## src/rtl/mem_arb_pkg.sv

```systemverilog
// Shared definitions for the unified-memory arbiter: region bounds, grant source
// encoding and the data-access legality check.
package mem_arb_pkg;

    localparam logic [31:0] IMEM_LIMIT_DEF = 32'h0000_0800;
    localparam logic [31:0] MEM_TOP_DEF    = 32'h0000_1000;

    typedef enum logic [1:0] {
        GNT_NONE = 2'd0,
        GNT_IF   = 2'd1,
        GNT_D    = 2'd2
    } gnt_src_t;

    // Misaligned, out of memory, or a store into the instruction region.
    function automatic logic d_access_err(
        input logic [31:0] addr,
        input logic        we,
        input logic [31:0] imem_limit,
        input logic [31:0] mem_top
    );
        return (addr[1:0] != 2'b00) || (addr >= mem_top) || (we && (addr < imem_limit));
    endfunction

endpackage

```

## src/rtl/rr_arbiter2.sv

```systemverilog
// Two-requester round-robin arbiter; last_d remembers whether data won the last grant.
module rr_arbiter2
    import mem_arb_pkg::*;
(
    input  logic     clk,
    input  logic     reset,
    input  logic     req_if,
    input  logic     req_d,
    output gnt_src_t gnt_src
);

    logic last_d;

    always_comb begin
        // NOTE: default assigned first so every path drives gnt_src and no latch is inferred.
        gnt_src = GNT_NONE;
        if (!reset) begin
            if (req_if && (!req_d || last_d)) begin
                gnt_src = GNT_IF;
            end else if (req_d) begin
                gnt_src = GNT_D;
            end
        end
    end

    // Reset to 1 so the first contention after reset goes to fetch.
    always_ff @(posedge clk) begin
        // NOTE: non-blocking assignments for all clocked state to avoid ordering races.
        if (reset) begin
            last_d <= 1'b1;
        end else begin
            case (gnt_src)
                GNT_D:   last_d <= 1'b1;
                GNT_IF:  last_d <= 1'b0;
                default: last_d <= last_d;
            endcase
        end
    end

endmodule

```

## src/rtl/mem_arbiter.sv

```systemverilog
// Shares one combinational-read memory between fetch and load/store: one grant per
// cycle, round-robin under contention, registered one-cycle responses.
module mem_arbiter
    import mem_arb_pkg::*;
#(
    parameter logic [31:0] IMEM_LIMIT = IMEM_LIMIT_DEF,
    parameter logic [31:0] MEM_TOP    = MEM_TOP_DEF
) (
    input  logic        clk,
    input  logic        reset,
    input  logic        if_req,
    input  logic [31:0] if_addr,
    output logic        if_gnt,
    output logic        if_rvalid,
    output logic [31:0] if_rdata,
    input  logic        d_req,
    input  logic        d_we,
    input  logic [31:0] d_addr,
    input  logic [31:0] d_wdata,
    output logic        d_gnt,
    output logic        d_rvalid,
    output logic [31:0] d_rdata,
    output logic        d_err,
    output logic [31:0] mem_address,
    output logic [31:0] mem_data_in,
    input  logic [31:0] mem_data_out,
    output logic        mem_we
);

    gnt_src_t gnt_src;
    logic     d_bad;
    logic     if_rvalid_q;
    logic     d_rvalid_q;

    rr_arbiter2 u_rr (
        .clk     (clk),
        .reset   (reset),
        .req_if  (if_req),
        .req_d   (d_req),
        .gnt_src (gnt_src)
    );

    assign if_gnt      = (gnt_src == GNT_IF);
    assign d_gnt       = (gnt_src == GNT_D);
    assign d_bad       = d_access_err(d_addr, d_we, IMEM_LIMIT, MEM_TOP);
    assign mem_data_in = d_wdata;
    assign mem_we      = d_gnt && d_we && !d_bad;

    always_comb begin
        mem_address = 32'h0;
        case (gnt_src)
            GNT_IF:  mem_address = if_addr;
            GNT_D:   mem_address = d_addr;
            default: mem_address = 32'h0;
        endcase
    end

    // Responses launched just before reset asserts must not be seen by the core.
    assign if_rvalid = if_rvalid_q && !reset;
    assign d_rvalid  = d_rvalid_q && !reset;

    always_ff @(posedge clk) begin
        if (reset) begin
            if_rvalid_q <= 1'b0;
            if_rdata    <= 32'h0;
            d_rvalid_q  <= 1'b0;
            d_rdata     <= 32'h0;
            d_err       <= 1'b0;
        end else begin
            if_rvalid_q <= if_gnt;
            d_rvalid_q  <= d_gnt;
            if (if_gnt) begin
                if_rdata <= mem_data_out;
            end
            if (d_gnt) begin
                d_rdata <= (d_we || d_bad) ? 32'h0 : mem_data_out;
                d_err   <= d_bad;
            end
        end
    end

endmodule

```

## config.mk

```make
export PLATFORM = sky130hd
export DESIGN_NAME = mem_arbiter
export DESIGN_NICKNAME = d
export VERILOG_FILES = /design/src/rtl/mem_arb_pkg.sv /design/src/rtl/rr_arbiter2.sv /design/src/rtl/mem_arbiter.sv
export SDC_FILE = /design/constraint.sdc
export NUM_CORES = 1
export LEC_CHECK = 0
export CAP_MARGIN = 0
export CORE_MARGIN = 4
export CORE_UTILIZATION = 34
export DETAILED_ROUTE_END_ITERATION = 8
export PLACE_DENSITY_LB_ADDON = 0.05
export REMOVE_ABC_BUFFERS = 1
export SLEW_MARGIN = 20
export SYNTH_ARGS = -nofsm -noshare
export SYNTH_HDL_FRONTEND = slang
export SYNTH_HIERARCHICAL = 1
export SYNTH_SLANG_ARGS = --single-unit
```

## constraint.sdc

```tcl
create_clock -name clk -period 2.2 [get_ports clk]
set_clock_uncertainty 0.05 [all_clocks]
set_input_delay 0.22 -clock clk [delete_from_list [all_inputs] [get_ports clk]]
set_output_delay 0.22 -clock clk [all_outputs]
set_load 0.02 [all_outputs]
```

* Word-level counts from Yosys, hierarchy flattened *
Cells that the tools add are included.

cells by class
  $lt $le $gt $ge = 2
  bitwise gates (word level) = 0
  div/mod/pow operators = 0
  equal/unequal tests = 2
  muxes and demuxes = 6
  add/sub/neg operators = 0
  shifts and indexed selects = 0
  reductions and logical operators = 15
  $mul = 0

operators with widths
  operator                                                                        count
  32-bit one-hot mux with 2 select lines                                          1
  32-bit by 13-bit >= comparator with 1-bit output, second input constant         1
  32-bit by 12-bit less-than comparator with 1-bit output, second input constant  1
  32-bit two-way mux                                                              1
  1-bit logical AND                                                               6
  2-bit two-way mux                                                               3
  1-bit logical OR                                                                4
  2-bit nonzero test                                                              2
  1-bit logical NOT                                                               3
  2-bit by 1-bit equality test with 1-bit output, second input constant           1
  2-bit equality test, second input constant                                      1
  1-bit one-hot mux with 2 select lines                                           1

storage, ports and cells
  bits in writable memories = 0
  word-level logic and storage cells = 31
  flip-flop bits (word level) = 68
  output and inout port bits = 134
  bits in latches = 0
  memories = 0
  input port bits = 133
  ROM bits = 0

* Depth between registers and ports, before layout *
  word-level depth = 8
  depth in mapped cells = 9
  depth with buffers taken out = 7

* Cells and area by module *
Netlist, hierarchy kept.

modules (own cells, without submodules)
  module       times used  seq. area each (um^2)  area each (um^2)  cells each
  mem_arbiter  1           1341.3                 3316.9            379
  rr_arbiter2  1           20.0                   81.3              11

* Worst setup path after synthesis *
No wires, ideal clock.

  path kind = register to output
  start point = register u_rr.last_d
  end point = output mem_we
  arrival = 2.080 ns
  data required time = 1.930 ns
  stages on the path, launching flop included = 9
  setup slack = -0.150 ns
  cell sequence = dfxtp_1 -> nand2b_1 -> and3_1 -> inv_1 -> ha_1 -> buf_4 -> nor4b_4 -> nand4_4 -> nor4b_2

between the ends
  cells in the longest elaborated chain, start to end = 7

RTL lines
  item                            line               text
  start: declaration              rr_arbiter2.sv:12  logic last_d;
  start signal: assignment        rr_arbiter2.sv:35  default: last_d <= last_d;
  1-bit logical OR                rr_arbiter2.sv:18  if (req_if && (!req_d || last_d)) begin
  1-bit logical AND               rr_arbiter2.sv:18
  2-bit two-way mux               rr_arbiter2.sv:18
  2-bit two-way mux               rr_arbiter2.sv:17  if (!reset) begin
  net gnt_src[0]                  mem_arbiter.sv:30  gnt_src_t gnt_src;
  2-bit equality test             mem_arbiter.sv:44  assign d_gnt = (gnt_src == GNT_D);
  net d_gnt                       mem_arbiter.sv:20  output logic d_gnt,
  1-bit logical AND (2 in a row)  mem_arbiter.sv:47  assign mem_we = d_gnt && d_we && !d_bad;
  end: declaration                mem_arbiter.sv:27  output logic mem_we

The timed path passes the listed nets, and every way through them passes these cells.

* Final worst setup path *
  start point = register u_rr.last_d
  end point = output mem_we

between the ends
  cells in the longest elaborated chain, start to end = 7

RTL lines
  item                            line
  1-bit logical OR                rr_arbiter2.sv:18
  1-bit logical AND               rr_arbiter2.sv:18
  2-bit two-way mux               rr_arbiter2.sv:18
  2-bit two-way mux               rr_arbiter2.sv:17
  net gnt_src[0]                  mem_arbiter.sv:30
  2-bit equality test             mem_arbiter.sv:44
  1-bit logical AND (2 in a row)  mem_arbiter.sv:47

The timed path passes the listed nets, and every way through them passes these cells.

==> summary.txt <==
Timing
  – Post-route setup slack: 0.01486 ns
  – Worst-Margin Slew: 0.4729 ns
  – Slew margin rel.: 0.6847
  – Fmax: 0.4576 GHz
  – Hold Violations, Final: 0
  – Max Transition Viols Final: 0
  – Fin Hold WS: 0.3902 ns
  – Setup Total Neg Slack: 0 ns
  – Final setup viols: 0
  – Tcrit/Tclk final: 0.9932
  – Fin crit period: 2.185 ns
  – RSZ-0062 raised after global routing: true

Logic synthesis
  – Synth area leaders: dfxtp_1 (40%), mux2i_1 (9.4%), nor2_1 (7.5%), buf_4 (7.3%), a22oi_1 (7.1%)
  – Top cells by count, synth: dfxtp_1 (68), nor2_1 (68), nand2_1 (34)
  – Ys async rst share: 0
  – Synth unique cells: 28
  – Syn. warnings: 6
  – Synthesized flop and latch total: 68
  – Synth Flop Type: dfxtp_1
  – Syn avg cell area: 8.713 sq um
  – Seq/Total Area, Yosys: 0.4006
  – Post-synth EDFFs: 0
  – Mapped cell area: 0.003398 sq mm
  – Share of the synthesized area in the top cell type: 0.4006
  – Synth Instances: 390
  – Yosys top cell by area: dfxtp_1

Route
  – Iteration-0 DRC Markers: 147
  – WL final: 13,640 microns
  – DRC viols: 0
  – Post-DRT Antenna Nets: 0
  – DRT Pass-1 Iters: 4
  – Total number of vias: 3,522
  – Avg WL per Cell: 19.33 microns
  – Post-DR vias/cell: 4.989

Die
  – Initial Utilization: 0.3477
  – # IOs: 267
  – Core area: 0.009774 sq mm
  – Cell Rows: 36
  – Die area: 0.01166 sq mm
  – Height of the die: 108.0 microns
  – Die width: 108.0 microns

Status
  – Status: finished, final reports clean

Worst hold path
  – Hold_sp: d_wdata[16]
  – Hold path depth: 0
  – Hold Path Class: input port to output pin
  – Hold Crit Endpoint: mem_data_in[16]

Worst setup path
  – Worst Path Required: 1.93 ns
  – Cells on worst reg2reg path: 9
  – Reg2Reg Setup Slack: 0.14 ns
  – Reg2reg end: d_err
  – Critical Path End Type: output pin
  – R2r startpoint: u_rr/last_d
  – Arrival @ worst endpoint: 1.92 ns
  – Crit path max fanout: 3
  – Crit Path Class: register to output pin
  – Crit path launch type: register

Clock tree
  – H-tree lvl count: 3
  – CTS tree: built
  – Later-pin clock latency in the skew report: 0.34 ns
  – Clock tree sinks: 68
  – Num CTS Buffers: 9
  – CTS clk-pin slew, worst paths: 0.06 ns
  – # hold bufs at CTS: 0
  – Max Root-Sink Buffers: 2
  – Clock root buffer master: clkbuf_8

Power and ir drop
  – Pwr per Cell Area: 508.3 mW/mm^2
  – Worst VDD drop: 0.3625 mV
  – P_leak: 2.068 nW

Finish
  – Area Growth Syn to Fin: 65.13%
  – Layout cells sized above 1: 0.1958
  – Final core utilization: 0.5741
  – Fin nets: 704
  – Final Cell Area: 0.005612 sq mm

Job
  – Max_cap viols: 0

GRT
  – Initial antenna violation count: 1
  – First-pass GRT wire length: 20,020 microns
  – GRT overflow: 0
  – Largest net degree at the start of global routing: 40
  – Global-route usage over all layers: 0.2245
  – Vias in the first global route: 3,609

Place
  – Area after DPL: 0.005415 sq mm
  – Port bufs: 202
  – RePlAce Congestion: 0.7707
  – Pre-CTS setup slack: -0.7100 ns
  – Dpl hpwl: 10,010 microns
critical path: stages, from the launching register on:
cell,delay [ns]
dfxtp_2,0.33
nand2b_4,0.13
and3_4,0.15
inv_4,0.05
ha_4,0.13
nor4b_4,0.23
nand4_4,0.14
nor4b_4,0.23
buf_4,0.18
area by class of cell:
class | instances | area, sq um
Sequential cell | 68 | 1363
Fill cell | 942 | 4163
Clock inverter | 2 | 10.01
Clock buffer | 13 | 158.9
Multi-Input combinational cell | 254 | 1708
Inverter | 3 | 13.76
Antenna cell | 1 | 2.502
Tap cell | 133 | 166.4
Timing Repair Buffer | 232 | 2190
layer usage:
layer,up-vias,wire length (microns),GRT usage
met2,176,6192,0.3508
met3,17,1695,0.1146
met1,1634,5446,0.2574
met4,0,310,0.09197
met5,-,0,0.03125
li1,1695,-,-
flip-flops by register name, summed over array words and instances, names as in the netlist:
name / count
if_rvalid_q: 1
d_err: 1
u_rr/last_d: 1
d_rvalid_q: 1
if_rdata: 32
d_rdata: 32
through the flow:
stage	std cells	power (mW)
6_report	706	2.852
2_1_floorplan	325	1.540
3_5_place_dp	687	1.957
5_1_grt	706	2.988
3_3_place_gp	687	1.951
4_1_cts	704	2.872
kinds of logic after synthesis:
kind of cell | Yosys count | share of synthesized area
AO/OA/AOI/OAI | 66 | 0.1329
flip-flops | 68 | 0.4006
adder cells (fa/ha/maj) | 3 | 0.01105
multiplexers | 32 | 0.09426
buffers and inverters | 68 | 0.1274
AND/OR/NAND/NOR | 153 | 0.2338
how the worst max path moves through the flow:
stage	from	end	slack, ns	depth (start not counted)
2_1_floorplan	u_rr/last_d	mem_address[22]	-1.16	5
3_3_place_gp	reset	mem_address[5]	-0.69	9
3_5_place_dp	reset	mem_address[3]	-0.71	9
4_1_cts	u_rr/last_d	mem_we	-0.06	8
5_1_grt	u_rr/last_d	mem_we	-0.11	8
6_report	u_rr/last_d	mem_we	0.01	8
cell usage in the layout, fill, tap and decap left out, types with 2 or more instances in the layout:
cell type	netlist	final
nand2_1	34	34
nor4_4	3	3
dfxtp_1	68	67
nor2b_1	6	6
o21ai_0	2	2
clkinv_2	0	2
buf_4	33	30
inv_1	3	2
mux2i_1	32	32
nor4b_4	1	2
nor2_2	0	3
clkdlybuf4s50_1	0	165
clkbuf_8	0	11
and3_4	0	2
clkbuf_16	0	2
buf_12	0	4
buf_6	6	2
a22oi_1	32	23
o21ai_2	10	10
o21ai_1	21	21
clkbuf_2	0	9
dlygate4sd2_1	0	4
buf_2	7	16
clkbuf_1	17	2
a22oi_2	0	9
nand4_1	32	32
nor2_1	68	65
ha_4	0	2
power breakdown:
part           leakage, nW  internal, mW  switching, mW
clock               0.0893         0.462          0.447
sequential           0.551          1.26         0.0159
combinational         1.43         0.355          0.309
timing repair:
action	4_1_cts	5_1_grt
setup endpoints to repair	36	30
pin swaps	3	7
gates cloned	0	2
setup buffers	2	0
gates resized for setup	110	36
(Power assumes the default switching activity.)
